--- src/rtl/sequenciador_preparo_if.sv ---
// Handshake and valve bus of the drink-preparation sequencer.
// The master drives the request side; the sequencer (slave) drives the valve side.
interface sequenciador_preparo_if;
   logic       INICIAR;
   logic [1:0] BEBIDA;
   logic       CANCELAR;
   logic [3:0] VALVULA;
   logic [1:0] ETAPA;
   logic       OCUPADO;
   logic       PRONTO;

   modport master (
      output INICIAR, BEBIDA, CANCELAR,
      input  VALVULA, ETAPA, OCUPADO, PRONTO
   );

   modport slave (
      input  INICIAR, BEBIDA, CANCELAR,
      output VALVULA, ETAPA, OCUPADO, PRONTO
   );
endinterface

--- src/rtl/sequenciador_preparo.sv ---
// Coffee-machine sequencer: water, coffee, optional milk, optional sugar, then a
// one-cycle completion pulse. Outputs are flops loaded from the decoded next state.
module sequenciador_preparo #(
   parameter int CW       = 8,
   parameter int T_AGUA   = 8,
   parameter int T_CAFE   = 4,
   parameter int T_LEITE  = 4,
   parameter int T_ACUCAR = 2
) (
   input  logic                  CLK,
   input  logic                  RST,
   sequenciador_preparo_if.slave bus
);

   typedef enum logic [2:0] {
      OCIOSO = 3'd0,
      AGUA   = 3'd1,
      CAFE   = 3'd2,
      LEITE  = 3'd3,
      ACUCAR = 3'd4,
      FIM    = 3'd5
   } estado_t;

   localparam logic [CW-1:0] CARGA_AGUA   = CW'(T_AGUA - 1);
   localparam logic [CW-1:0] CARGA_CAFE   = CW'(T_CAFE - 1);
   localparam logic [CW-1:0] CARGA_LEITE  = CW'(T_LEITE - 1);
   localparam logic [CW-1:0] CARGA_ACUCAR = CW'(T_ACUCAR - 1);
   localparam logic [CW-1:0] ZERO         = {CW{1'b0}};
   localparam logic [CW-1:0] UM           = {{(CW-1){1'b0}}, 1'b1};

   estado_t       estado_q, estado_d;
   logic [CW-1:0] cont_q, cont_d;
   logic [1:0]    bebida_q, bebida_d;
   logic [3:0]    valvula_q, valvula_d;
   logic [1:0]    etapa_q, etapa_d;
   logic          ocupado_q, ocupado_d;
   logic          pronto_q, pronto_d;
   logic          fim_etapa_s;

   function automatic logic [3:0] valvula_de(input estado_t e);
      case (e)
         AGUA:    valvula_de = 4'b0001;
         CAFE:    valvula_de = 4'b0010;
         LEITE:   valvula_de = 4'b0100;
         ACUCAR:  valvula_de = 4'b1000;
         default: valvula_de = 4'b0000;
      endcase
   endfunction

   function automatic logic [1:0] etapa_de(input estado_t e);
      case (e)
         CAFE:    etapa_de = 2'd1;
         LEITE:   etapa_de = 2'd2;
         ACUCAR:  etapa_de = 2'd3;
         default: etapa_de = 2'd0;
      endcase
   endfunction

   // State, counter, latched selection and output registers.
   always_ff @(posedge CLK or negedge RST) begin
      if (!RST) begin
         estado_q  <= OCIOSO;
         cont_q    <= ZERO;
         bebida_q  <= 2'b00;
         valvula_q <= 4'b0000;
         etapa_q   <= 2'd0;
         ocupado_q <= 1'b0;
         pronto_q  <= 1'b0;
      end else begin
         estado_q  <= estado_d;
         cont_q    <= cont_d;
         bebida_q  <= bebida_d;
         valvula_q <= valvula_d;
         etapa_q   <= etapa_d;
         ocupado_q <= ocupado_d;
         pronto_q  <= pronto_d;
      end
   end

   assign fim_etapa_s = (cont_q == ZERO);

   // Next state: cancel beats stage advance; disabled stages are skipped in zero cycles.
   always_comb begin
      estado_d = estado_q;
      cont_d   = cont_q;
      bebida_d = bebida_q;
      case (estado_q)
         OCIOSO: begin
            if (bus.INICIAR && !bus.CANCELAR) begin
               estado_d = AGUA;
               cont_d   = CARGA_AGUA;
               bebida_d = bus.BEBIDA;
            end else begin
               estado_d = OCIOSO;
            end
         end
         AGUA, CAFE, LEITE, ACUCAR: begin
            if (bus.CANCELAR) begin
               estado_d = OCIOSO;
               cont_d   = ZERO;
            end else if (!fim_etapa_s) begin
               cont_d = cont_q - UM;
            end else if (estado_q == AGUA) begin
               estado_d = CAFE;
               cont_d   = CARGA_CAFE;
            end else if (estado_q == CAFE && bebida_q[0]) begin
               estado_d = LEITE;
               cont_d   = CARGA_LEITE;
            end else if (estado_q != ACUCAR && bebida_q[1]) begin
               estado_d = ACUCAR;
               cont_d   = CARGA_ACUCAR;
            end else begin
               estado_d = FIM;
               cont_d   = ZERO;
            end
         end
         FIM: begin
            estado_d = OCIOSO;
            cont_d   = ZERO;
         end
         default: begin
            estado_d = OCIOSO;
            cont_d   = ZERO;
         end
      endcase
   end

   // Moore decode of the next state, so the registered outputs match estado_q.
   always_comb begin
      valvula_d = valvula_de(estado_d);
      etapa_d   = etapa_de(estado_d);
      ocupado_d = (estado_d != OCIOSO);
      pronto_d  = (estado_d == FIM);
   end

   assign bus.VALVULA = valvula_q;
   assign bus.ETAPA   = etapa_q;
   assign bus.OCUPADO = ocupado_q;
   assign bus.PRONTO  = pronto_q;

endmodule

--- src/flat_wrapper.sv ---
// flat-port wrapper written by rule: the top's interface ports become plain ports
module sequenciador_preparo_flat 
#(
   parameter int CW       = 8,
   parameter int T_AGUA   = 8,
   parameter int T_CAFE   = 4,
   parameter int T_LEITE  = 4,
   parameter int T_ACUCAR = 2
)
  (CLK, RST, bus_INICIAR, bus_BEBIDA, bus_CANCELAR, bus_VALVULA, bus_ETAPA, bus_OCUPADO, bus_PRONTO);
  sequenciador_preparo_if bus_i ();
  input  logic CLK;
  input  logic RST;
  input wire logic [$bits(bus_i.INICIAR)-1:0] bus_INICIAR;
  input wire logic [$bits(bus_i.BEBIDA)-1:0] bus_BEBIDA;
  input wire logic [$bits(bus_i.CANCELAR)-1:0] bus_CANCELAR;
  output wire logic [$bits(bus_i.VALVULA)-1:0] bus_VALVULA;
  output wire logic [$bits(bus_i.ETAPA)-1:0] bus_ETAPA;
  output wire logic [$bits(bus_i.OCUPADO)-1:0] bus_OCUPADO;
  output wire logic [$bits(bus_i.PRONTO)-1:0] bus_PRONTO;
  assign bus_i.INICIAR = bus_INICIAR;
  assign bus_i.BEBIDA = bus_BEBIDA;
  assign bus_i.CANCELAR = bus_CANCELAR;
  assign bus_VALVULA = bus_i.VALVULA;
  assign bus_ETAPA = bus_i.ETAPA;
  assign bus_OCUPADO = bus_i.OCUPADO;
  assign bus_PRONTO = bus_i.PRONTO;
  sequenciador_preparo #(.CW(CW), .T_AGUA(T_AGUA), .T_CAFE(T_CAFE), .T_LEITE(T_LEITE), .T_ACUCAR(T_ACUCAR)) u_core (.CLK(CLK), .RST(RST), .bus(bus_i));
endmodule
--- config.mk ---
export PLATFORM = sky130hd
export DESIGN_NAME = sequenciador_preparo_flat
export DESIGN_NICKNAME = d
export VERILOG_FILES = /design/src/rtl/sequenciador_preparo_if.sv /design/src/rtl/sequenciador_preparo.sv /design/src/flat_wrapper.sv
export SDC_FILE = /design/constraint.sdc
export NUM_CORES = 1
export LEC_CHECK = 0
export ABC_CLOCK_PERIOD_IN_PS = 4500
export CAP_MARGIN = 20
export CORE_MARGIN = 2
export CORE_UTILIZATION = 43
export DETAILED_ROUTE_END_ITERATION = 10
export GPL_ROUTABILITY_DRIVEN = 0
export REMOVE_ABC_BUFFERS = 1
export SLEW_MARGIN = 20
export SYNTH_ARGS = -nofsm -noshare
export SYNTH_HDL_FRONTEND = slang
export SYNTH_SLANG_ARGS = --single-unit
export TNS_END_PERCENT = 1
--- constraint.sdc ---
create_clock -name CLK -period 4.5 [get_ports CLK]
set_input_delay 1.35 -clock CLK [delete_from_list [all_inputs] [get_ports CLK]]
set_output_delay 1.35 -clock CLK [all_outputs]
set_load 0.005 [all_outputs]
# After elaboration in Yosys (flattened, before gate mapping)
# Index checks and enable logic that the tools add are counted.
classes:
  div_mod_pow: 0
  n_reduce_logical: 9
  mul: 0
  n_eq_ne: 11
  order_cmp: 0
  addsub: 1
  shift: 0
  n_bitwise: 0
  muxes: 16
op_table:
  columns: ["cell", "count"]
  rows:
  - ["$mux 8", 5]
  - ["$pmux 4 s4", 1]
  - ["$pmux 8 s2", 1]
  - ["$eq 3x2->1 const B", 4]
  - ["$mux 3", 4]
  - ["$eq 3x3->1 const B", 3]
  - ["$logic_not 8->1", 1]
  - ["$sub 8x1->8 const B", 1]
  - ["$eq 3x1->1 const B", 2]
  - ["$pmux 2 s3", 1]
  - ["$pmux 3 s2", 1]
  - ["$reduce_or 4->1", 1]
  - ["$logic_and 1x1->1", 3]
  - ["$logic_not 3->1", 1]
  - ["$mux 1", 3]
  - ["$ne 3x3->1 const B", 1]
  - ["$reduce_bool 3->1", 1]
  - ["$ne 2x1->1 const B", 1]
  - ["$reduce_and 2->1", 1]
  - ["$logic_not 1->1", 1]
totals:
  latchBits: 0
  mem_bits_rw: 0
  rom_bits: 0
  elab_cells: 44
  n_memories: 0
  input_bits: 6
  output_inout_bits: 8
  register_bits: 21

# Logic depth before layout (Yosys ltp)
depth:
  ltp_word: 10
  ltp_mapped: 8
  depth_no_buf: 7

# Worst setup path before layout
# Ideal clock, no wire load.
synth_path:
  kind: "input -> register"
  from: "input bus_CANCELAR"
  to: "register u_core.etapa_q[1], in the netlist u_core.bus.ETAPA[1]"
  arrival_time_ps: 2143
  stages: 4
  setup_ps: 125
  slack_ps: 2232
  n_path_buf: 0
  required_time_ps: 4375
  path_cell_list: "nor2_1 -> nand3_1 -> nand3_2 -> mux2_4"
synth_via:
  elab_chain_len: 6
  word_cells_on_any_way: 9
  classes_between: "eq/ne: 3; mux: 4; reduce/logical: 2"
synth_rtl:
  columns: ["item", "line", "text"]
  rows:
  - ["start, declared", "flat_wrapper.sv:16", "input wire logic [$bits(bus_i.CANCELAR)-1:0] bus_CANCELAR;"]
  - ["$logic_not 1->1", "sequenciador_preparo.sv:89", "if (bus.INICIAR && !bus.CANCELAR) begin"]
  - ["$logic_and 1x1->1", "sequenciador_preparo.sv:89", null]
  - ["$mux 1", "sequenciador_preparo.sv:89", null]
  - ["$pmux 3 s2 (*)", "sequenciador_preparo.sv:87", "case (estado_q)"]
  - ["named net u_core.estado_d[0]", "sequenciador_preparo.sv:31", "estado_t estado_q, estado_d;"]
  - ["$eq 3x3->1 or $eq 3x2->1 (tied branches)", "sequenciador_preparo.sv:51", "case (e)"]
  - ["$pmux 2 s3 (*)", "sequenciador_preparo.sv:51", null]
  - ["named net u_core.etapa_d[1]", "sequenciador_preparo.sv:35", "logic [1:0] etapa_q, etapa_d;"]
  - ["end signal, assigned", "sequenciador_preparo.sv:74", "etapa_q <= etapa_d;"]
  - ["end, declared", "sequenciador_preparo.sv:35", null]
# The timed path passes the listed nets; every way through them passes the cells marked *.
# A chain may end at the register's enable or synchronous reset.

# Worst setup path after layout
# Same ends and word-level chain as after synthesis.

==> metrics.cfg <==
[worst_setup_path]
reg2reg_to = u_core.bus.ETAPA[1]
crit_path_end_kind = flop
cp_max_fo = 8
path_cells = clkdlybuf4s50_1, nor2_1, nand3_1, nand3_2, mux2_4
startpoint_type = primary input
max_stage_delay_ns = 0.47
reg2reg_slack_ns = 2.44
worstPathArrival_ns = 2.81
rr_startpoint = u_core.cont_q[0]
cp.required_ns = 4.69
critPathLaunch = bus_CANCELAR
slowest_stage = clkdlybuf4s50_1
worstSetupPathType = primary input to flop
r2r_cells = 7
endpoint = u_core.bus.ETAPA[1]

[power]
p_clk_share_pct = 14.4
p_leak_nw = 0.533
power_frac_comb_pct = 40.0
internal_power_mw = 0.393
vdd_ir_drop_max_v = 0.000287
p_per_area_nw_per_um2 = 504
p_sw_mw = 0.233
swShare_pct = 37.2
power.share.sequential_pct = 45.6

[timing]
fin_tns_setup_ns = 0
rsz0062_at_grt = false
hold_viol = 0
fin_crit_ns = 2.62
tightestPinTransition_ns = 0.935
period_share_pct = 58.1
max_freq_mhz = 382
slew_viol_final = 0
finClkSkew_ns = 0.00505
holdWs_ns = 0.496
finalSetupViolCount = 0
slew_headroom_pct = 37.4

[min_path]
whs_path_depth = 2
hold_path_class = flop to flop

[logic_synthesis]
yosysTopAreaCell = dfrtp_1
avgSynthCellArea_um2 = 10.6
synthesis.instances = 103
synth.area.top_cells = dfrtp_1 48%, nor2_1 3.8%, nand2_1 3.1%
yosysUniqueCellTypes = 42
ys.flop_type = dfrtp_1
synth_most_common_cell = dfrtp_1
synth-seq-cells = 21
seq_area_frac_synth_pct = 47.9
synth_common_cells = 21 x dfrtp_1, 11 x nor2_1, 9 x nand2_1
ys_async_sr_fraction_pct = 100
yosys.area.top_type_share_pct = 47.9
synth_edf_count = 0
yosysWarnings = 0
syn_area_um2 = 1100

[clocking]
cts_buffer_depth = 2
cts_tree = yes
cts_resized = 0
clkLatencyLatePin_ns = 0.30
cts_sinks = 21
root_buffer = clkbuf_4
post_cts_buffers = 0
cts-hold-fix-buffers = 0
clk_pin_slew_ns = 0.12
cts_buffers = 3
ctsHtreeMaxLevel = 1

[die]
core_area_um2 = 2450
fp-row-count = 18
top_level_ports = 14
dieArea_um2 = 2970
start_util_pct = 44.6
die_w_um = 54.5
die_y_um = 54.5

[grt]
grt_first_pass_wirelength_um = 3240
antenna_found_initial = 0
grt_usage_pct = 15.7
first_global_vias = 706
grt.overflow.total = 0
grt_max_degree = 22

[finish]
diodes = 0
drive_gt1_share_pct = 18.1
layout.nets = 124
area_growth_pct = 13.4
n_fill_cell = 232

[detailed_routing]
drc_errors = 0
drt_first_iter_violations = 9
wl_um = 1930
dr.pass1.iters = 5
ant_nets = 0
via_per_inst = 5.27
detail_route.wl_per_cell_um = 13.2
via_count = 770

[job]
max_cap_violations = 0

[placement]
io_buffers = 13
hpwlAfterDp_um = 1420

[status]
outcome = completed

## power by group through the flow
stage | Clock [mW] | Combinational, mW | Sequential [mW]
CTS | 0.0930 | 0.254 | 0.285
global placement | 0 | 0.250 | 0.288
finish | 0.0902 | 0.251 | 0.286
floorplan | 0 | 0.192 | 0.280
global route | 0.0994 | 0.285 | 0.293
detailed placement | 0 | 0.253 | 0.288
## logic make-up after synthesis
group / synth area share (%)
muxes: 2.28
adders and majority gates: 1.14
DFF: 47.9
and+or+nand+nor: 27.7
buffers and inverters: 5.36
xor gates and xnor gates: 3.20
AOI/OAI and AO/OA: 12.3
## sequential cells by signal, indices dropped and copies added, names as in the netlist
signal              count
u_core.bebida_q         2
u_core.bus.ETAPA        2
u_core.bus.OCUPADO      1
u_core.bus.PRONTO       1
u_core.bus.VALVULA      4
u_core.cont_q           8
u_core.estado_q         3
## metrics by stage
step | std cells | cell area, um^2 | power, mW | utilization [%] | setup WS [ns]
final | 146 | 1240 | 0.627 | 50.6 | 1.88
after global routing | 146 | 1240 | 0.677 | 50.6 | 1.76
after CTS | 146 | 1240 | 0.632 | 50.6 | 1.89
after detailed placement | 142 | 1220 | 0.541 | 49.5 | 1.57
after global placement | 142 | 1220 | 0.538 | 49.5 | 1.57
after floorplan | 99 | 1050 | 0.472 | - | 2.23
## worst min path at each step
| stage | startpoint | to | slack (ns) |
|---|---|---|---|
| global route | u_core.bebida_q[0] | u_core.bebida_q[0] | 0.54 |
| CTS | u_core.bebida_q[0] | u_core.bebida_q[0] | 0.49 |
| floorplan | u_core.bebida_q[0] | u_core.bebida_q[0] | 0.44 |
| finish | u_core.bebida_q[0] | u_core.bebida_q[0] | 0.50 |
| global placement | u_core.bebida_q[0] | u_core.bebida_q[0] | 0.46 |
| detailed placement | u_core.bebida_q[0] | u_core.bebida_q[0] | 0.47 |
## worst max-delay path: cells and delay by family
kind	cells	cell delay (ns)
and+or+nand+nor	3	0.68
muxes	1	0.31
buffers and inverters	1	0.47
## cell usage in the layout (no fill, tap or decap), drive strengths merged, types with 4 or more instances in the layout
cell / n
and2: 4
dfrtp: 21
clkbuf: 4
nor2: 13
clkdlybuf4s50: 13
a21oi: 4
nor3: 4
o21ai: 7
nand2: 10
nand3: 4
## final cells by class
cell class	instances	area (um^2)	area share (%)
Sequential cell	21	526	42.3
Multi-Input combinational cell	75	512	41.2
Timing Repair Buffer	13	130	10.5
Tap cell	30	37.5	3.02
Clock buffer	4	26.3	2.11
Inverter	3	11.3	0.906
## routing by layer
layer,part of all wire [%],GRT usage [%],wire (um),up-vias
li1,-,-,-,385
met1,49,22.9,950,367
met2,46,22.1,882,14
met3,3.6,2.46,69,4
met4,1.3,8.33,26,0
met5,0,0,0,-
Note: power is estimated with default switching activity, not from simulation.
